<file path="config.mk">
export PLATFORM = sky130hd
export DESIGN_NAME = amp_cfg_scheduler
export DESIGN_NICKNAME = d
export VERILOG_FILES = /design/src/rtl/amp_cfg_scheduler.sv
export SDC_FILE = /design/constraint.sdc
export NUM_CORES = 1
export LEC_CHECK = 0
export ABC_CLOCK_PERIOD_IN_PS = 2560
export CAP_MARGIN = 10
export CORE_AREA = 3 3 225 227
export DETAILED_ROUTE_END_ITERATION = 6
export DIE_AREA = 0 0 228 230
export PLACE_DENSITY_LB_ADDON = 0.15
export SYNTH_ARGS = -nofsm -noshare
export SYNTH_HDL_FRONTEND = slang
export SYNTH_SLANG_ARGS = --single-unit
</file>
<file path="constraint.sdc">
create_clock -name clkin -period 2.56 [get_ports clkin]
set_input_delay 0.384 -clock clkin [delete_from_list [all_inputs] [get_ports clkin]]
set_output_delay 0.384 -clock clkin [all_outputs]
set_load 0.03 [all_outputs]
</file>
<file path="src/rtl/amp_cfg_scheduler.sv">
// rtl/amp_cfg_scheduler.sv - sequences 1595/595 loads through the shared serializer
module amp_cfg_scheduler #(
    parameter int TIMEOUT_CYC = 1023,
    parameter int ARM_CYC     = 2
) (
    input  logic        clkin,
    input  logic        rst,
    input  logic        req,
    input  logic [1:0]  mode,
    input  logic [31:0] dac_in0,
    input  logic [31:0] dac_in1,
    input  logic [31:0] dac_in2,
    input  logic [31:0] dac_in3,
    input  logic [63:0] rly_in,
    input  logic        config_done,
    output logic        start,
    output logic        ld1595_en,
    output logic        ld595_en,
    output logic [31:0] din0,
    output logic [31:0] din1,
    output logic [31:0] din2,
    output logic [31:0] din3,
    output logic        busy,
    output logic        done,
    output logic        err_timeout
);

    localparam int WW = (TIMEOUT_CYC < 2) ? 1 : $clog2(TIMEOUT_CYC + 1);
    localparam int AW = (ARM_CYC < 2) ? 1 : $clog2(ARM_CYC);
    localparam logic [WW-1:0] WAIT_LAST = WW'(TIMEOUT_CYC);
    localparam logic [AW-1:0] ARM_LAST  = AW'(ARM_CYC - 1);

    typedef enum logic [2:0] {IDLE, ARM, GO, REL, NEXT, FIN} state_t;

    state_t          state_q;
    logic            phase595_q;
    logic [AW-1:0]   arm_cnt_q;
    logic [WW-1:0]   wait_cnt_q;
    logic            start_q;
    logic            ld1595_q;
    logic            ld595_q;
    logic            busy_q;
    logic            done_q;
    logic            err_q;
    logic [127:0]    din_q;

    // Active sequence capture
    logic [1:0]      cap_mode_q;
    logic [127:0]    cap_dac_q;
    logic [63:0]     cap_rly_q;

    // One-deep pending request
    logic            pend_q;
    logic [1:0]      pend_mode_q;
    logic [127:0]    pend_dac_q;
    logic [63:0]     pend_rly_q;

    logic            req_ok;
    logic            launch_ext;
    logic            launch_pend;
    logic            launch;
    logic            wait_expired;
    logic            pend_capture;
    logic [1:0]      launch_mode_d;
    logic [127:0]    launch_dac_d;
    logic [63:0]     launch_rly_d;
    logic [127:0]    launch_din_d;
    logic [127:0]    next_din_d;

    // Serializer word image: 1595 passes the DAC words, 595 spreads relay bytes
    function automatic logic [127:0] din_for(input logic p595, input logic [127:0] dac,
                                             input logic [63:0] rly);
        logic [127:0] r;
        r = '0;
        for (int k = 0; k < 4; k++) begin
            if (p595) begin
                r[32*k +: 32] = {rly[16*k + 8 +: 8], 8'h00, rly[16*k +: 8], 8'h00};
            end else begin
                r[32*k +: 32] = dac[32*k +: 32];
            end
        end
        return r;
    endfunction

    // Launch selection, timeout detection and pending-capture qualification
    always_comb begin
        req_ok        = req && (mode != 2'b00);
        launch_ext    = (state_q == IDLE) && !pend_q && req_ok;
        launch_pend   = ((state_q == IDLE) || (state_q == FIN)) && pend_q;
        launch        = launch_ext || launch_pend;
        launch_mode_d = pend_mode_q;
        launch_dac_d  = pend_dac_q;
        launch_rly_d  = pend_rly_q;
        if (launch_ext) begin
            launch_mode_d = mode;
            launch_dac_d  = {dac_in3, dac_in2, dac_in1, dac_in0};
            launch_rly_d  = rly_in;
        end
        launch_din_d  = din_for(!launch_mode_d[0], launch_dac_d, launch_rly_d);
        next_din_d    = din_for(1'b1, cap_dac_q, cap_rly_q);
        wait_expired  = (wait_cnt_q == WAIT_LAST) &&
                        (((state_q == GO) && !config_done) ||
                         ((state_q == REL) && config_done));
        pend_capture  = req_ok && !launch_ext && !wait_expired;
    end

    // Sequencer FSM with registered serializer controls and status
    always_ff @(posedge clkin) begin
        if (rst) begin
            state_q     <= IDLE;
            phase595_q  <= 1'b0;
            arm_cnt_q   <= '0;
            wait_cnt_q  <= '0;
            start_q     <= 1'b0;
            ld1595_q    <= 1'b0;
            ld595_q     <= 1'b0;
            busy_q      <= 1'b0;
            done_q      <= 1'b0;
            err_q       <= 1'b0;
            din_q       <= '0;
            cap_mode_q  <= 2'b00;
            cap_dac_q   <= '0;
            cap_rly_q   <= '0;
            pend_q      <= 1'b0;
            pend_mode_q <= 2'b00;
            pend_dac_q  <= '0;
            pend_rly_q  <= '0;
        end else begin
            done_q <= 1'b0;
            if (launch) begin
                state_q    <= ARM;
                busy_q     <= 1'b1;
                phase595_q <= !launch_mode_d[0];
                cap_mode_q <= launch_mode_d;
                cap_dac_q  <= launch_dac_d;
                cap_rly_q  <= launch_rly_d;
                din_q      <= launch_din_d;
                ld1595_q   <= launch_mode_d[0];
                ld595_q    <= !launch_mode_d[0];
                err_q      <= 1'b0;
                arm_cnt_q  <= '0;
                pend_q     <= 1'b0;
            end else begin
                case (state_q)
                    IDLE: begin
                        busy_q <= 1'b0;
                    end
                    ARM: begin
                        if (arm_cnt_q == ARM_LAST) begin
                            state_q    <= GO;
                            start_q    <= 1'b1;
                            wait_cnt_q <= '0;
                        end else begin
                            arm_cnt_q <= arm_cnt_q + 1'b1;
                        end
                    end
                    GO, REL: begin
                        if (wait_expired) begin
                            state_q  <= IDLE;
                            busy_q   <= 1'b0;
                            start_q  <= 1'b0;
                            ld1595_q <= 1'b0;
                            ld595_q  <= 1'b0;
                            err_q    <= 1'b1;
                            pend_q   <= 1'b0;
                        end else if ((state_q == GO) && config_done) begin
                            state_q    <= REL;
                            start_q    <= 1'b0;
                            wait_cnt_q <= '0;
                        end else if ((state_q == REL) && !config_done) begin
                            state_q <= NEXT;
                        end else begin
                            wait_cnt_q <= wait_cnt_q + 1'b1;
                        end
                    end
                    NEXT: begin
                        if (!phase595_q && (cap_mode_q == 2'b11)) begin
                            state_q    <= ARM;
                            phase595_q <= 1'b1;
                            din_q      <= next_din_d;
                            ld1595_q   <= 1'b0;
                            ld595_q    <= 1'b1;
                            arm_cnt_q  <= '0;
                        end else begin
                            state_q  <= FIN;
                            done_q   <= 1'b1;
                            ld1595_q <= 1'b0;
                            ld595_q  <= 1'b0;
                        end
                    end
                    FIN: begin
                        state_q  <= IDLE;
                        busy_q   <= 1'b0;
                        ld1595_q <= 1'b0;
                        ld595_q  <= 1'b0;
                    end
                    default: begin
                        state_q <= IDLE;
                        busy_q  <= 1'b0;
                    end
                endcase
            end
            if (pend_capture) begin
                pend_q      <= 1'b1;
                pend_mode_q <= mode;
                pend_dac_q  <= {dac_in3, dac_in2, dac_in1, dac_in0};
                pend_rly_q  <= rly_in;
            end
        end
    end

    assign start       = start_q;
    assign ld1595_en   = ld1595_q;
    assign ld595_en    = ld595_q;
    assign busy        = busy_q;
    assign done        = done_q;
    assign err_timeout = err_q;
    assign din0        = din_q[31:0];
    assign din1        = din_q[63:32];
    assign din2        = din_q[95:64];
    assign din3        = din_q[127:96];

endmodule

</file>
==> results.yml, run 1 <==
routing:
  wl_per_cell_um: 18.93
  vias: 16500
  drc: 0
  vias_per_cell: 5.386
  routed_wl_um: 58010
  drtAntennaViolNets: 0
  firstDrtPassIters: 6
  initialDrtViolationCount: 1588
critical_path:
  worstSetupStartpointType: "flop"
  timing.rr.end: "pend_dac_q[108]"
  slowest_delay_ps: 550
  slowest_stage: "or3_1"
  arrival_ps: 2870
  r2r-start: "wait_cnt_q[0]"
  rrSetupSlack_ps: 180
  critPathRequiredTime_ps: 3050
  path_max_fanout: 28
  cp_common_cell: "buf_12"
  endpoint_kind: "flop"
  path_cells: "ha_1 > nand3_1 > or3_1 > o21ai_4 > buf_12 > buf_12 > buf_12 > nand2_1 > a21oi_1"
  criticalPathCategory: "flop to flop"
  reg2reg_depth: 9
grt:
  grt_pass1_vias: 15860
  grt_start_max_net_pins: 103
  antenna_found_initial: 2
  track_usage_pct: 21.31
  grt_pass1_wl_um: 91200
  overflow: 0
final_layout:
  fillers: 4727
  drive_gt1_share_pct: 7.837
  nets: 2563
  multi_input_area_sq_um: 8033
  synthToLayoutAreaGrowth_pct: 35.62
  final_cell_mix: "571 x nand2_1, 409 x dfxtp_1, 330 x clkdlybuf4s50_1"
  finish.utilization_pct: 47.24
  layout_commonest_cell: "nand2_1"
  stdcell_count: 3064
  final-seq-area_sq_um: 8212
min_path:
  min_to: "pend_rly_q[14]"
  hold_class: "primary input to flop"
  min_from: "rst"
  whs_path_depth: 2
timing:
  finalSetupTns_ps: 0
  drv_slew: 0
  hold_viol_final: 0
  layout_min_cycle_time_ps: 2379
  setup_viol: 0
  max_slew.worst_pin.slew_ps: 588.3
  period_share_pct: 92.94
  maxSlewHeadroom_pct: 60.78
  rsz0062_at_grt: "no"
  whs_ps: 223.7
  max_freq_ghz: 0.4203
  skew_ps: 14.10
job:
  drv_cap: 0
logic_synthesis:
  synth.net_count: 2299
  avgSynthCellArea_sq_um: 8.104
  synth.distinct_cells: 51
  netlist_area_sq_um: 17020
  synth-edff-count: 0
  seq_area_frac_synth_pct: 48.23
  synthArstFlopShare_pct: 0
  synth_flop_cell: "dfxtp_1"
  synth-seq-cells: 410
  netlist_instances: 2100
  synth_warnings: 0
floorplanning:
  rows: 81
  die_w_um: 228
  floorplan.initialDensity_pct: 34.84
  core_area_sq_um: 48850
  ios: 332
  die-height_um: 230
  die-area_sq_um: 52440
cts:
  cts_setup_buffers: 0
  clockBufferDepth: 3
  cts-root-buf: "clkbuf_16"
  clock_latency_ps: 580
  postCtsHoldBufs: 0
  h-tree-depth: 2
  cts_resized: 0
  cts_tree: "built"
  clock_sinks: 410
  clk_pin_slew_worst_paths_ps: 60
  cts_buffers: 47
status:
  status: "completed"
pwr:
  powerDensity_nw_per_um2: 752.3
  finalPower_mw: 17.36
  p_leak_nw: 7.805
  ir_drop_v: 0.0005024
placed_design:
  finalWeightedCongestion: 0.8106
  dp_hpwl_um: 37270
  port-buffer-count: 331
  place_inst: 2978
[power by group]
| part | total [mW] | internal, mW | switching, mW | leakage (nW) |
|---|---|---|---|---|
| Sequential | 7.17 | 6.88 | 0.292 | 3.35 |
| Clock | 7.02 | 4.33 | 2.70 | 0.788 |
| Combinational | 3.17 | 1.36 | 1.81 | 3.67 |
| Total | 17.4 | 12.6 | 4.80 | 7.80 |
[through the flow]
step / cell area (sq um) / worst slack, ps
after floorplan: 17020 / 462.2
after global placement: 21440 / 172.4
after detailed placement: 21440 / 149.9
after CTS: 23060 / 122.2
after global routing: 23080 / 8.595
final: 23080 / 180.8
[cell families after synthesis]
family / count (synthesis) / synth area share, %
adder cells (fa/ha/maj): 1 / 0.07351
XOR/XNOR: 2 / 0.1030
multiplexers: 64 / 3.801
AND/OR/NAND/NOR: 842 / 19.36
AO/OA/AOI/OAI: 581 / 23.52
buffers and inverters: 200 / 4.911
flip-flops: 410 / 48.23
[cell usage after synthesis, drive strengths merged, types with 6 or more instances]
master  instances  share of area, %
o21ai          70               2.1
inv             6              0.13
nor2          213               4.7
clkbuf        136               3.0
a21oi         247               7.3
or3             7              0.26
o211ai         25               1.1
nand3          11              0.32
dfxtp         410                48
a22o           24               1.2
o221a          25               1.7
a311oi        103               5.3
nand2         574                13
a222oi         69               4.1
mux2i          59               3.5
buf            58               1.8
nor3           14              0.41
[layer usage]
metal	track usage, %	part of all wire, %
met5	0	0.034
met4	4.696	1.5
met3	4.361	6.5
met2	35.17	47
met1	28.83	45
[state kept, by name (all words and copies together) (netlist names)]
| signal | cells |
|---|---|
| phase595_q | 1 |
| pend_q | 1 |
| ld1595_en | 1 |
| done | 1 |
| pend_rly_q | 64 |
| ld595_en | 1 |
| err_timeout | 1 |
| arm_cnt_q | 1 |
| pend_dac_q | 128 |
| din_q | 128 |
| cap_rly_q | 64 |
| pend_mode_q | 2 |
| start | 1 |
| busy | 1 |
| wait_cnt_q | 10 |
| state_q | 3 |
| cap_mode_q | 2 |
[final cells by class]
class / instances / area share (%)
inverters: 6 / 0.09759
repair buffers: 409 / 18.92
clock inverters: 15 / 0.9976
well taps: 664 / 3.600
multi-input cells: 1490 / 34.81
clock buffers: 69 / 5.985
diodes: 1 / 0.01084
flip-flops and latches: 410 / 35.58
[worst max path at each step]
stage | from | end | slack, ps
after global placement | wait_cnt_q[0] | pend_dac_q[103] | 170
after CTS | wait_cnt_q[0] | pend_dac_q[120] | 120
final | wait_cnt_q[0] | pend_dac_q[108] | 180
after detailed placement | wait_cnt_q[0] | pend_dac_q[108] | 150
after floorplan | wait_cnt_q[0] | wait_cnt_q[6] | 460
after global routing | wait_cnt_q[0] | pend_dac_q[116] | 9
[critical path: cells and delay by family, from the launching register on]
| kind | cells | cell delay [ps] |
|---|---|---|
| AND/OR/NAND/NOR | 3 | 770 |
| flip-flops | 1 | 400 |
| adder cells (fa/ha/maj) | 1 | 220 |
| AO/OA/AOI/OAI | 2 | 370 |
| buffers and inverters | 3 | 510 |
(Power assumes the default switching activity.)
==> run 2, diff against run 1 <==
- CORE_AREA: 3 3 225 227 -> 3 3 216 218
- DIE_AREA: 0 0 228 230 -> 0 0 219 221
- GPL_ROUTABILITY_DRIVEN: default -> 0
==> run 2 against run 1 <==
Setup slack got worse by 0.71 ps. Utilization grew 3.4 points. Combinational power about the same. Global-route usage increased by 1.3 points. Critical path depth is 1 lower. Via count increased by 0.73%. Clock-buffer cell count up 5. The flow now finishes with violations (design-rule violations). Total power decreased by 2.4%. Final area down 0.97%. Final cell count down 2.2%. Wire length shrank 2.3%.
==> results.yml, run 2 (synthesis gave the netlist of run 1 again) <==
status:
  status: "finished with violations"
  violations: "design-rule violations"
floorplanning:
  die_w_um: 219
  die-height_um: 221
  die-area_sq_um: 48400
  rows: 78
  core_area_sq_um: 45090
  floorplan.initialDensity_pct: 37.74
  ios: 332
timing:
  setup_viol: 0
  max_freq_ghz: 0.4202
  layout_min_cycle_time_ps: 2380
  fin_ws_ps: 180.1
  maxSlewHeadroom_pct: 54.25
  period_share_pct: 92.96
  max_slew.worst_pin.slew_ps: 686.2
  drv_slew: 0
  whs_ps: 189.4
  finalSetupTns_ps: 0
  rsz0062_at_grt: "no"
  hold_viol_final: 0
  skew_ps: 23.21
min_path:
  min_from: "rst"
  hold_class: "primary input to flop"
  min_to: "din_q[16]"
  whs_path_depth: 2
final_layout:
  stdcell_count: 2997
  final_cell_mix: "571 x nand2_1, 409 x dfxtp_1, 330 x clkdlybuf4s50_1"
  drive_gt1_share_pct: 7.561
  layout_commonest_cell: "nand2_1"
  reg.largest.list: "din_q x128, pend_dac_q x128"
  synthToLayoutAreaGrowth_pct: 34.30
  multi_input_area_sq_um: 8030
  fillers: 4274
  nets: 2556
  final-seq-area_sq_um: 8212
pwr:
  p_int_mw: 12.16
  p_leak_nw: 7.746
  powerDensity_nw_per_um2: 741.4
  ir_drop_v: 0.0004043
  p_seq_share_pct: 42.3
  p_switching_mw: 4.785
  finalPower_mw: 16.94
  p_comb_share_pct: 18.5
  clkPwrFrac_pct: 39.1
  swShare_pct: 28.24
routing:
  firstDrtPassIters: 7
  vias_per_cell: 5.547
  wl_per_cell_um: 18.91
  initialDrtViolationCount: 1553
  drc: 1
  drtAntennaViolNets: 0
  routed_wl_um: 56660
  vias: 16630
critical_path:
  arrival_ps: 2860
  timing.rr.end: "pend_rly_q[58]"
  reg2reg_depth: 8
  worstSetupStartpointType: "flop"
  criticalPathCategory: "flop to flop"
  rrSetupSlack_ps: 180
  r2r-start: "wait_cnt_q[0]"
  path_max_fanout: 22
  endpoint_kind: "flop"
  critPathRequiredTime_ps: 3040
placed_design:
  place_inst: 2908
  pre_cts_ws_ps: 164.3
  port-buffer-count: 331
  dp_hpwl_um: 36240
cts:
  h-tree-depth: 2
  clock_latency_ps: 580
  clock_sinks: 410
  cts_resized: 0
  clockBufferDepth: 3
  cts_setup_buffers: 0
  cts_buffers: 47
  clk_pin_slew_worst_paths_ps: 60
  cts-root-buf: "clkbuf_16"
  cts_tree: "built"
  postCtsHoldBufs: 0
grt:
  antenna_found_initial: 5
  grt_start_max_net_pins: 141
  grt_pass1_vias: 16000
  overflow: 0
  track_usage_pct: 22.59
  grt_pass1_wl_um: 89130
job:
  drv_cap: 0
run 2: cell count changes in the layout (fill, tap and decap cells not counted), moves of 2 or more:
cell / change
diode_2: +2
buf_4: -6
bufinv_16: -5
clkinv_2: +2
clkbuf_8: +3
clkinvlp_4: -2
clkbuf_1: +2
run 2: metrics by stage:
step | util, % | area, sq um
6_report | 50.69 | 22850
3_5_place_dp | 47.28 | 21320
4_1_cts | 50.67 | 22850
3_3_place_gp | 47.28 | 21320
2_1_floorplan | - | 17020
5_1_grt | 50.69 | 22850
run 2: worst max-delay path by stage:
stage | slack (ps) | endpoint | startpoint
2_1_floorplan | 460 | wait_cnt_q[6] | wait_cnt_q[0]
4_1_cts | 200 | pend_rly_q[58] | wait_cnt_q[0]
3_3_place_gp | 180 | pend_dac_q[120] | config_done
3_5_place_dp | 160 | pend_rly_q[58] | config_done
6_report | 180 | pend_rly_q[58] | wait_cnt_q[0]
5_1_grt | 30 | pend_rly_q[58] | wait_cnt_q[0]
run 2: critical path, cell delays in order (launching register included):
cell and delay, ps:
dfxtp_1 410, ha_1 220, nand3_1 140, or3_1 550
o21ai_4 270, buf_12 160, buf_4 280, nand2_1 90
a21oi_1 150
run 2: layout make-up:
| class | count | share of cell area (%) |
|---|---|---|
| antenna | 3 | 0.03285 |
| clock buffer | 74 | 6.258 |
| clock inverter | 12 | 0.4380 |
| inverter | 6 | 0.09854 |
| multi-input combinational | 1490 | 35.14 |
| sequential | 410 | 35.93 |
| tap | 600 | 3.285 |
| timing repair buffer | 402 | 18.82 |
run 2: per-layer routing:
metal | wire length, um | track usage (%) | vias up | share of wire [%]
li1 | - | - | 7958 | -
met1 | 24910 | 30.14 | 8024 | 44
met2 | 26580 | 36.77 | 548 | 47
met3 | 3648 | 4.079 | 91 | 6.4
met4 | 1499 | 7.798 | 4 | 2.6
met5 | 23 | 0 | - | 0.041
run 2: power by group through the flow:
stage          sequential, mW  clock (mW)  combinational [mW]
5_1_grt                  7.22        7.04                3.41
2_1_floorplan            7.58           0                1.39
4_1_cts                  7.17        6.80                3.16
6_report                 7.17        6.63                3.14
3_5_place_dp             7.30           0                3.14
3_3_place_gp             7.29           0                3.11
